$ cat src/rtl/prim_ram_2p_fill_check.sv
// prim_ram_2p_fill_check: RAM fill and read-back checker.
// Drives one RAM port, writes seed^addr, then verifies it.
module prim_ram_2p_fill_check #(
  parameter  int Width = 32,
  parameter  int Depth = 128,
  localparam int Aw    = $clog2(Depth)
) (
  input  logic             clk_i,
  input  logic             rst_i,
  input  logic             start_i,
  input  logic [1:0]       mode_i,
  input  logic [Width-1:0] seed_i,
  input  logic             abort_i,
  output logic             busy_o,
  output logic             done_o,
  output logic             err_o,
  output logic [Aw:0]      err_cnt_o,
  output logic [Aw-1:0]    first_err_addr_o,
  output logic             req_o,
  output logic             write_o,
  output logic [Aw-1:0]    addr_o,
  output logic [Width-1:0] wdata_o,
  output logic [Width-1:0] wmask_o,
  input  logic [Width-1:0] rdata_i
);

  localparam logic [Aw-1:0] LAST = Aw'(Depth - 1);

  typedef enum logic [2:0] {
    S_IDLE,
    S_FILL,
    S_CHECK,
    S_DRAIN,
    S_DONE
  } state_t;

  state_t           r_state;
  state_t           w_state_nxt;
  logic [Aw-1:0]    r_cnt;
  logic [Aw-1:0]    w_cnt_nxt;
  logic             w_start;
  logic             r_do_chk;
  logic [Width-1:0] r_seed;
  logic             r_rd_pend;
  logic [Aw-1:0]    r_exp_addr;
  logic             r_err;
  logic [Aw:0]      r_err_cnt;
  logic [Aw-1:0]    r_first;
  logic             w_miss;

  function automatic logic [Width-1:0] f_pat(
    input logic [Width-1:0] s,
    input logic [Aw-1:0]    a
  );
    return s ^ Width'(a);
  endfunction

  // Next state and address counter; abort wins over everything.
  always_comb begin
    w_state_nxt = r_state;
    w_cnt_nxt   = r_cnt;
    w_start     = 1'b0;
    unique case (r_state)
      S_IDLE: begin
        if (start_i && !abort_i) begin
          w_start   = 1'b1;
          w_cnt_nxt = '0;
          if (mode_i[0])      w_state_nxt = S_FILL;
          else if (mode_i[1]) w_state_nxt = S_CHECK;
          else                w_state_nxt = S_DONE;
        end
      end
      S_FILL: begin
        if (abort_i) begin
          w_state_nxt = S_IDLE;
          w_cnt_nxt   = '0;
        end else if (r_cnt == LAST) begin
          w_cnt_nxt   = '0;
          w_state_nxt = r_do_chk ? S_CHECK : S_DONE;
        end else begin
          w_cnt_nxt = r_cnt + 1'b1;
        end
      end
      S_CHECK: begin
        if (abort_i) begin
          w_state_nxt = S_IDLE;
          w_cnt_nxt   = '0;
        end else if (r_cnt == LAST) begin
          w_cnt_nxt   = '0;
          w_state_nxt = S_DRAIN;
        end else begin
          w_cnt_nxt = r_cnt + 1'b1;
        end
      end
      S_DRAIN: w_state_nxt = abort_i ? S_IDLE : S_DONE;
      S_DONE:  w_state_nxt = S_IDLE;
      default: w_state_nxt = S_IDLE;
    endcase
  end

  // State, counter and run configuration registers.
  always_ff @(posedge clk_i or posedge rst_i) begin
    if (rst_i) begin
      r_state  <= S_IDLE;
      r_cnt    <= '0;
      r_do_chk <= 1'b0;
      r_seed   <= '0;
    end else begin
      r_state <= w_state_nxt;
      r_cnt   <= w_cnt_nxt;
      if (w_start) begin
        r_do_chk <= mode_i[1];
        r_seed   <= seed_i;
      end
    end
  end

  // Read pipeline: remember which address the returning data belongs to.
  always_ff @(posedge clk_i or posedge rst_i) begin
    if (rst_i) begin
      r_rd_pend  <= 1'b0;
      r_exp_addr <= '0;
    end else begin
      r_rd_pend  <= (r_state == S_CHECK) && !abort_i;
      r_exp_addr <= r_cnt;
    end
  end

  assign w_miss = r_rd_pend && (rdata_i != f_pat(r_seed, r_exp_addr));

  // Error tracking; cleared only by an accepted start.
  always_ff @(posedge clk_i or posedge rst_i) begin
    if (rst_i) begin
      r_err     <= 1'b0;
      r_err_cnt <= '0;
      r_first   <= '0;
    end else if (w_start) begin
      r_err     <= 1'b0;
      r_err_cnt <= '0;
      r_first   <= '0;
    end else if (w_miss) begin
      r_err     <= 1'b1;
      r_err_cnt <= r_err_cnt + 1'b1;
      if (!r_err) r_first <= r_exp_addr;
    end
  end

  // RAM port and status decode from registered state only.
  always_comb begin
    req_o   = 1'b0;
    write_o = 1'b0;
    addr_o  = '0;
    wdata_o = '0;
    unique case (1'b1)
      r_state == S_FILL: begin
        req_o   = 1'b1;
        write_o = 1'b1;
        addr_o  = r_cnt;
        wdata_o = f_pat(r_seed, r_cnt);
      end
      r_state == S_CHECK: begin
        req_o  = 1'b1;
        addr_o = r_cnt;
      end
      default: ;
    endcase
  end

  assign wmask_o          = '1;
  assign busy_o           = (r_state != S_IDLE);
  assign done_o           = (r_state == S_DONE);
  assign err_o            = r_err;
  assign err_cnt_o        = r_err_cnt;
  assign first_err_addr_o = r_first;

endmodule
$ cat config.mk
export PLATFORM = sky130hd
export DESIGN_NAME = prim_ram_2p_fill_check
export DESIGN_NICKNAME = d
export VERILOG_FILES = /design/src/rtl/prim_ram_2p_fill_check.sv
export SDC_FILE = /design/constraint.sdc
export NUM_CORES = 1
export LEC_CHECK = 0
export ABC_AREA = 1
export ABC_CLOCK_PERIOD_IN_PS = 2500
export CAP_MARGIN = 20
export CORE_MARGIN = 2
export CORE_UTILIZATION = 44
export CTS_CLUSTER_DIAMETER = 120
export CTS_CLUSTER_SIZE = 14
export DETAILED_ROUTE_END_ITERATION = 8
export PLACE_DENSITY_LB_ADDON = 0.1
export SLEW_MARGIN = 10
export SYNTH_ARGS = -nofsm -noshare
export SYNTH_HDL_FRONTEND = slang
export SYNTH_SLANG_ARGS = --single-unit
export TNS_END_PERCENT = 10
$ cat constraint.sdc
create_clock -name clk_i -period 2.5 [get_ports clk_i]
set_input_delay 0.5 -clock clk_i [delete_from_list [all_inputs] [get_ports clk_i]]
set_output_delay 0.5 -clock clk_i [all_outputs]
set_load 0.1 [all_outputs]
==> metrics.yaml, run 1 <==
outcome:
  status: "finished clean"
grt:
  use_met3: 0.0522
  grt_overflow: 0
  antenna_found_initial: 0
  gr-usage-met1: 0.262
  grt_usage: 0.213
  grt_pass1_vias: 3755
  busiest_layer: "met2"
  grt.met2_usage: 0.370
  grt_max_degree: 51
  grt_pass1_wl_mm: 17.1
floorplan:
  io_pins: 161
  rows: 35
  start_util: 0.447
  core_area_um2: 9060
  fp.dieH_um: 99.9
  die_area_um2: 9990
  die_w_um: 99.9
yosys:
  syn_inst: 578
  ys_seq_area_frac: 0.414
  synth_cell_types: 34
  ys_warn_count: 0
  netlist_area_um2: 4050
  synth-seq-cells: 67
  synth_area_per_cell_um2: 7.00
detailed_routing:
  first_iter_violations: 154
  dr.pass1.iters: 4
  ant_nets: 0
  viasPerCell: 4.66
  vias: 3848
  wirelength_mm: 10.3
  wl_per_cell_um: 12.5
  drc: 0
cells_and_area:
  areaGrowthSynthToFinish_pct: 47.3
  multi_input_comb_area_um2: 1860
  diodes: 0
  layout_commonest_cell: "nand2_1"
  layout_common_cells: "180 x nand2_1, 88 x inv_1, 69 x clkdlybuf4s50_1, 67 x dfrtp_1, 61 x nor2_1"
  nNetsFinal: 781
  drive_gt1_frac: 0.151
  post-route-cell-area_um2: 5960
  seq_area_um2: 1680
  fill_cells: 770
critical_path:
  r2r_cells: 6
  cp_max_fo: 33
  cp-end-kind: "primary output"
  start_kind: "flip-flop"
  worstPathRequired_ns: 2.00
  ff2ff_setup_slack_ns: 0.68
  path_class: "flip-flop to primary output"
  r2r_start: "r_state[1]"
  r2r-end: "r_seed[1]"
  worstPathArrival_ns: 1.82
clock_network:
  clk_latency_ns: 0.34
  cts_resized: 0
  post_cts_buffers: 0
  clock_sinks: 67
  cts_tree: "yes"
  clk_pin_slew_ns: 0.08
  htree_levels: 3
  ctsHoldBuffers: 0
  cts_root_buffer: "clkbuf_8"
  cts_made_buffers: 9
  cts_max_path_buffers: 2
power_and_ir_drop:
  ir_drop_mv: 1.36
  powerDensity_nw_per_um2: 1230
  power.leakage_uw: 0.00300
hold_path:
  hold_end: "r_exp_addr[3]"
  hp-start: "r_cnt[3]"
  hp-class: "flip-flop to flip-flop"
  holdPathStages: 0
timing:
  slew_viol_final: 0
  setup_viol: 0
  clock_skew_ns: 0.0136
  slew_headroom: 0.666
  hold_violations: 0
  tightest_slew_ns: 0.500
  fin_crit_sh: 0.928
  finalSetupTns_ns: 0
  fin_crit_ns: 2.32
  clock.fmax_mhz: 431
  rsz0062_at_grt: "no"
flow_run:
  drv_cap: 0
place:
  port_buffers: 128
  post_dp_cell_area_um2: 5740
  dp_hpwl_mm: 7.97
  gp_congestion: 0.855
-- synth_stat cells (all sizes together) --
| cell type | number | area share |
|---|---|---|
| a211oi | 2 | 0.0037 |
| nor3 | 6 | 0.010 |
| nand3 | 34 | 0.046 |
| inv | 93 | 0.086 |
| o21ai | 38 | 0.048 |
| buf | 43 | 0.077 |
| nand4 | 4 | 0.0062 |
| ha | 2 | 0.0062 |
| a31oi | 1 | 0.0015 |
| a21oi | 7 | 0.0087 |
| xor2 | 7 | 0.015 |
| o22ai | 3 | 0.0046 |
| o211ai | 1 | 0.0019 |
| conb | 1 | 0.00093 |
| o21a | 1 | 0.0019 |
| clkbuf | 2 | 0.0019 |
| a311oi | 1 | 0.0022 |
| nand3b | 1 | 0.0019 |
| nand2 | 187 | 0.18 |
| dfrtp | 67 | 0.41 |
| xnor2 | 6 | 0.013 |
| nor2 | 71 | 0.069 |
-- power by group --
group	switching (uW)	internal, uW	leakage (uW)	total (uW)
Sequential	257	1440	0.000874	1690
Clock	448	568	0.000102	1020
Combinational	3310	1340	0.00203	4660
-- critical path, stage by stage (launching register included) --
cell and delay (ns):
dfrtp_1 0.44, nor2_2 0.16, nand2_2 0.07, buf_4 0.26, a21oi_1 0.32, buf_12 0.22
-- registers in the layout (all words and copies together), names as in the netlist --
register	cells
r_cnt	7
r_state	3
r_exp_addr	7
err_cnt_o	8
err_o	1
first_err_addr_o	7
r_seed	32
r_do_chk	1
r_rd_pend	1
-- through the flow --
| step | setup slack [ns] | instances | total power (uW) | hold slack [ns] | utilization |
|---|---|---|---|---|---|
| 6_report | 0.179 | 825 | 7370 | 0.433 | 0.658 |
| 5_1_grt | 0.0717 | 825 | 7790 | 0.445 | 0.658 |
| 4_1_cts | 0.145 | 825 | 7420 | 0.433 | 0.658 |
| 3_5_place_dp | 0.196 | 809 | 6380 | 0.416 | 0.633 |
| 3_3_place_gp | 0.277 | 809 | 6310 | 0.413 | 0.633 |
| 2_1_floorplan | -0.331 | 609 | 5010 | 0.395 | - |
-- how the worst max path moves through the flow --
stage | start | end | slack [ns] | cells after the start
floorplan | r_state[1] | wdata_o[2] | -0.33 | 4
global placement | rdata_i[27] | err_cnt_o[6] | 0.28 | 14
detailed placement | rdata_i[27] | err_cnt_o[4] | 0.20 | 14
CTS | r_state[1] | wdata_o[1] | 0.14 | 5
global route | r_state[1] | wdata_o[1] | 0.07 | 5
finish | r_state[1] | wdata_o[1] | 0.18 | 5
-- logic make-up (layout without fill, tap and decap cells) --
logic type	count (synthesis)	in the layout	synth area share
XOR/XNOR	13	13	0.0281
AO/OA/AOI/OAI	54	54	0.0723
buffers and inverters	138	243	0.165
adder cells (fa/ha/maj)	2	2	0.00618
flip-flops	67	67	0.414
other	1	32	0.000926
AND/OR/NAND/NOR	303	303	0.314
-- area by class of cell --
type	instances	share of cell area
inverter	93	0.0585
clock buffer	9	0.0208
tap	111	0.0233
timing repair buffer	134	0.288
sequential	67	0.281
clock inverter	7	0.0168
multi-input combinational	404	0.312
-- per-layer routing --
layer / wire, um / share of wire
met4: 93 / 0.0090
met5: 0 / 0
met3: 640 / 0.062
met1: 4440 / 0.43
met2: 5120 / 0.50
(Power assumes the default switching activity.)
==> run 2, diff against run 1 <==
--- a/config.mk
+++ b/config.mk
@@ -9,7 +9,7 @@
 export ABC_CLOCK_PERIOD_IN_PS = 2500
 export CAP_MARGIN = 20
 export CORE_MARGIN = 2
-export CORE_UTILIZATION = 44
+export CORE_UTILIZATION = 30
 export CTS_CLUSTER_DIAMETER = 120
 export CTS_CLUSTER_SIZE = 14
 export DETAILED_ROUTE_END_ITERATION = 8
==> metrics.yaml, run 2 (synthesis gave the netlist of run 1 again) <==
outcome:
  status: "finished clean"
critical_path:
  path_class: "flip-flop to primary output"
  max_stage_delay_ns: 0.43  # about the same
  r2r_start: "r_state[1]"
  path_cells: "nor2_2 -> nand2_2 -> nand2_4 -> clkinvlp_4 -> buf_12 -> nor2_2 -> buf_12"
  critPathTopFamily: "simple AND/OR/NAND/NOR gates"
  slowest_stage: "dfrtp_1"
  crit_start: "r_state[1]"
  ff2ff_setup_slack_ns: 0.71  # +0.03 ns
  cp-end-kind: "primary output"
  worstPathArrival_ns: 1.91  # +0.09 ns
  worstPathRequired_ns: 2.00  # about the same
  start_kind: "flip-flop"
  path_buf_inv: 3  # +1
  cp_max_fo: 8  # -76%
clock_network:
  clk_pin_slew_ns: 0.05  # -0.03 ns
  cts_root_buffer: "clkbuf_16"
  clk_latency_ns: 0.33  # about the same
  cts_max_path_buffers: 2  # unchanged
  htree_levels: 3  # unchanged
  clock_sinks: 67  # unchanged
  cts_made_buffers: 9  # unchanged
  cts_tree: "yes"
timing:
  tightest_slew_ns: 0.518  # +0.0172 ns
  rsz0062_at_grt: "no"
  clock_skew_ns: 0.00759  # -0.00604 ns
  slew_headroom: 0.654  # -0.0115
  setup_viol: 0  # unchanged
  hold_ws_ns: 0.434  # +0.00150 ns
  fin_crit_ns: 2.41  # +0.0885 ns
  slew_viol_final: 0  # unchanged
  finalSetupTns_ns: 0  # unchanged
  fin_crit_sh: 0.964  # +0.0354
  worst_slack_ns: 0.0906  # -0.0885 ns
  clock.fmax_mhz: 415  # -3.7%
  hold_violations: 0  # unchanged
grt:
  busiest_layer: "met2"
  antenna_found_initial: 0  # unchanged
  gr-usage-met1: 0.218  # -0.0443
  use_met3: 0.0288  # -0.0235
  grt_pass1_vias: 3699  # -1.5%
  grt.met2_usage: 0.260  # -0.110
  grt_usage: 0.161  # -0.0515
  grt_overflow: 0  # unchanged
  grt_pass1_wl_mm: 18.3  # +6.8%
  grt_max_degree: 52  # +2.0%
cells_and_area:
  layout_commonest_cell: "nand2_1"
  multi_input_comb_area_um2: 1870  # +0.54%
  areaGrowthSynthToFinish_pct: 52.7
  fill_cells: 1329  # +73%
  largest_reg_flops: 32  # unchanged
  diodes: 0  # unchanged
  nNetsFinal: 782  # +0.13%
  largest_register: "r_seed"
  layout_common_cells: "180 x nand2_1, 87 x inv_1, 69 x clkdlybuf4s50_1, 67 x dfrtp_1, 61 x nor2_1"
  seq_area_um2: 1680  # unchanged
  utilization: 0.469  # -0.189
  drive_gt1_frac: 0.151  # unchanged
floorplan:
  start_util: 0.307  # -0.140
  die_w_um: 120  # +20%
  die_area_um2: 14400  # +45%
  io_pins: 161  # unchanged
  fp.dieH_um: 120  # +20%
  rows: 42  # +20%
  core_area_um2: 13200  # +46%
place:
  port_buffers: 128  # unchanged
  dp_hpwl_mm: 8.53  # +7.0%
  gp_congestion: 0.816  # -4.6%
  dpl_worst_slack_ns: 0.165  # -0.0315 ns
power_and_ir_drop:
  power.leakage_uw: 0.00307  # +2.2%
  ir_drop_mv: 0.867  # -36%
  powerDensity_nw_per_um2: 1260  # +2.0%
hold_path:
  hp-start: "r_cnt[3]"
  hp-class: "flip-flop to flip-flop"
detailed_routing:
  vias: 3841  # -0.18%
  first_iter_violations: 142  # -7.8%
  viasPerCell: 4.32  # -7.5%
  wl_per_cell_um: 12.4  # -0.29%
  ant_nets: 0  # unchanged
  wirelength_mm: 11.1  # +7.6%
  drc: 0  # unchanged
  dr.pass1.iters: 4  # unchanged
flow_run:
  drv_cap: 0  # unchanged
run 2: changes by cell type in the layout (fill, tap and decap cells not counted), sizes merged:
cell      previous run  this run
clkbuf               9        14
buf                 65        66
inv                 95        92
bufinv               2         1
clkinvlp             3         1
run 2: final timing paths:
check                           endpoint  depth (start not counted)
setup / recovery               addr_o[0]                          7
hold / removal             r_exp_addr[3]                          0
setup reg to reg                r_cnt[5]                          9
hold reg to reg            r_exp_addr[3]                          0
max in group asynchronous      r_seed[6]                          3
min in group asynchronous      r_seed[9]                          2
run 2: report_power, final:
group / leakage [uW] / internal (uW) / total, uW / switching [uW]
logic: 0.00204 / 1430 / 4770 / 3350
clock network: 0.000155 / 875 / 1320 / 448
registers: 0.000874 / 1440 / 1700 / 254
run 2: area by class of cell:
| type | count | share of cell area |
|---|---|---|
| timing repair buffer | 135 | 0.283 |
| clock buffer | 14 | 0.0459 |
| clock inverter | 1 | 0.00486 |
| sequential | 67 | 0.271 |
| multi-input combinational | 404 | 0.302 |
| inverter | 93 | 0.0571 |
| tap | 176 | 0.0356 |
run 2: per-stage QoR:
stage	cells	cell area, um^2	total power [uW]
after floorplan	609	4200	5010
after global placement	874	5830	6400
after detailed placement	874	5830	6430
after CTS	889	6150	7780
after global routing	890	6180	8260
final	890	6180	7790
run 2: what timing repair did:
item,in CTS,in global routing
buffers inserted,0,1
setup endpoints to repair,0,7
resized for setup,0,3
endpoints found under the hold margin,0,0
hold buffers,0,0
run 2: layer usage:
| metal | wire, um | share of wire |
|---|---|---|
| met1 | 5170 | 0.47 |
| met2 | 5170 | 0.47 |
| met3 | 588 | 0.053 |
| met4 | 145 | 0.013 |
| met5 | 0 | 0 |
run 2: worst register-to-register path: stages (launching register included):
cell	delay, ns
dfrtp_1	0.43
nor2_2	0.16
nand2_2	0.12
nor3_4	0.30
buf_4	0.25
nor2_4	0.07
inv_2	0.10
nand2_1	0.07
inv_1	0.11
nor3_1	0.06
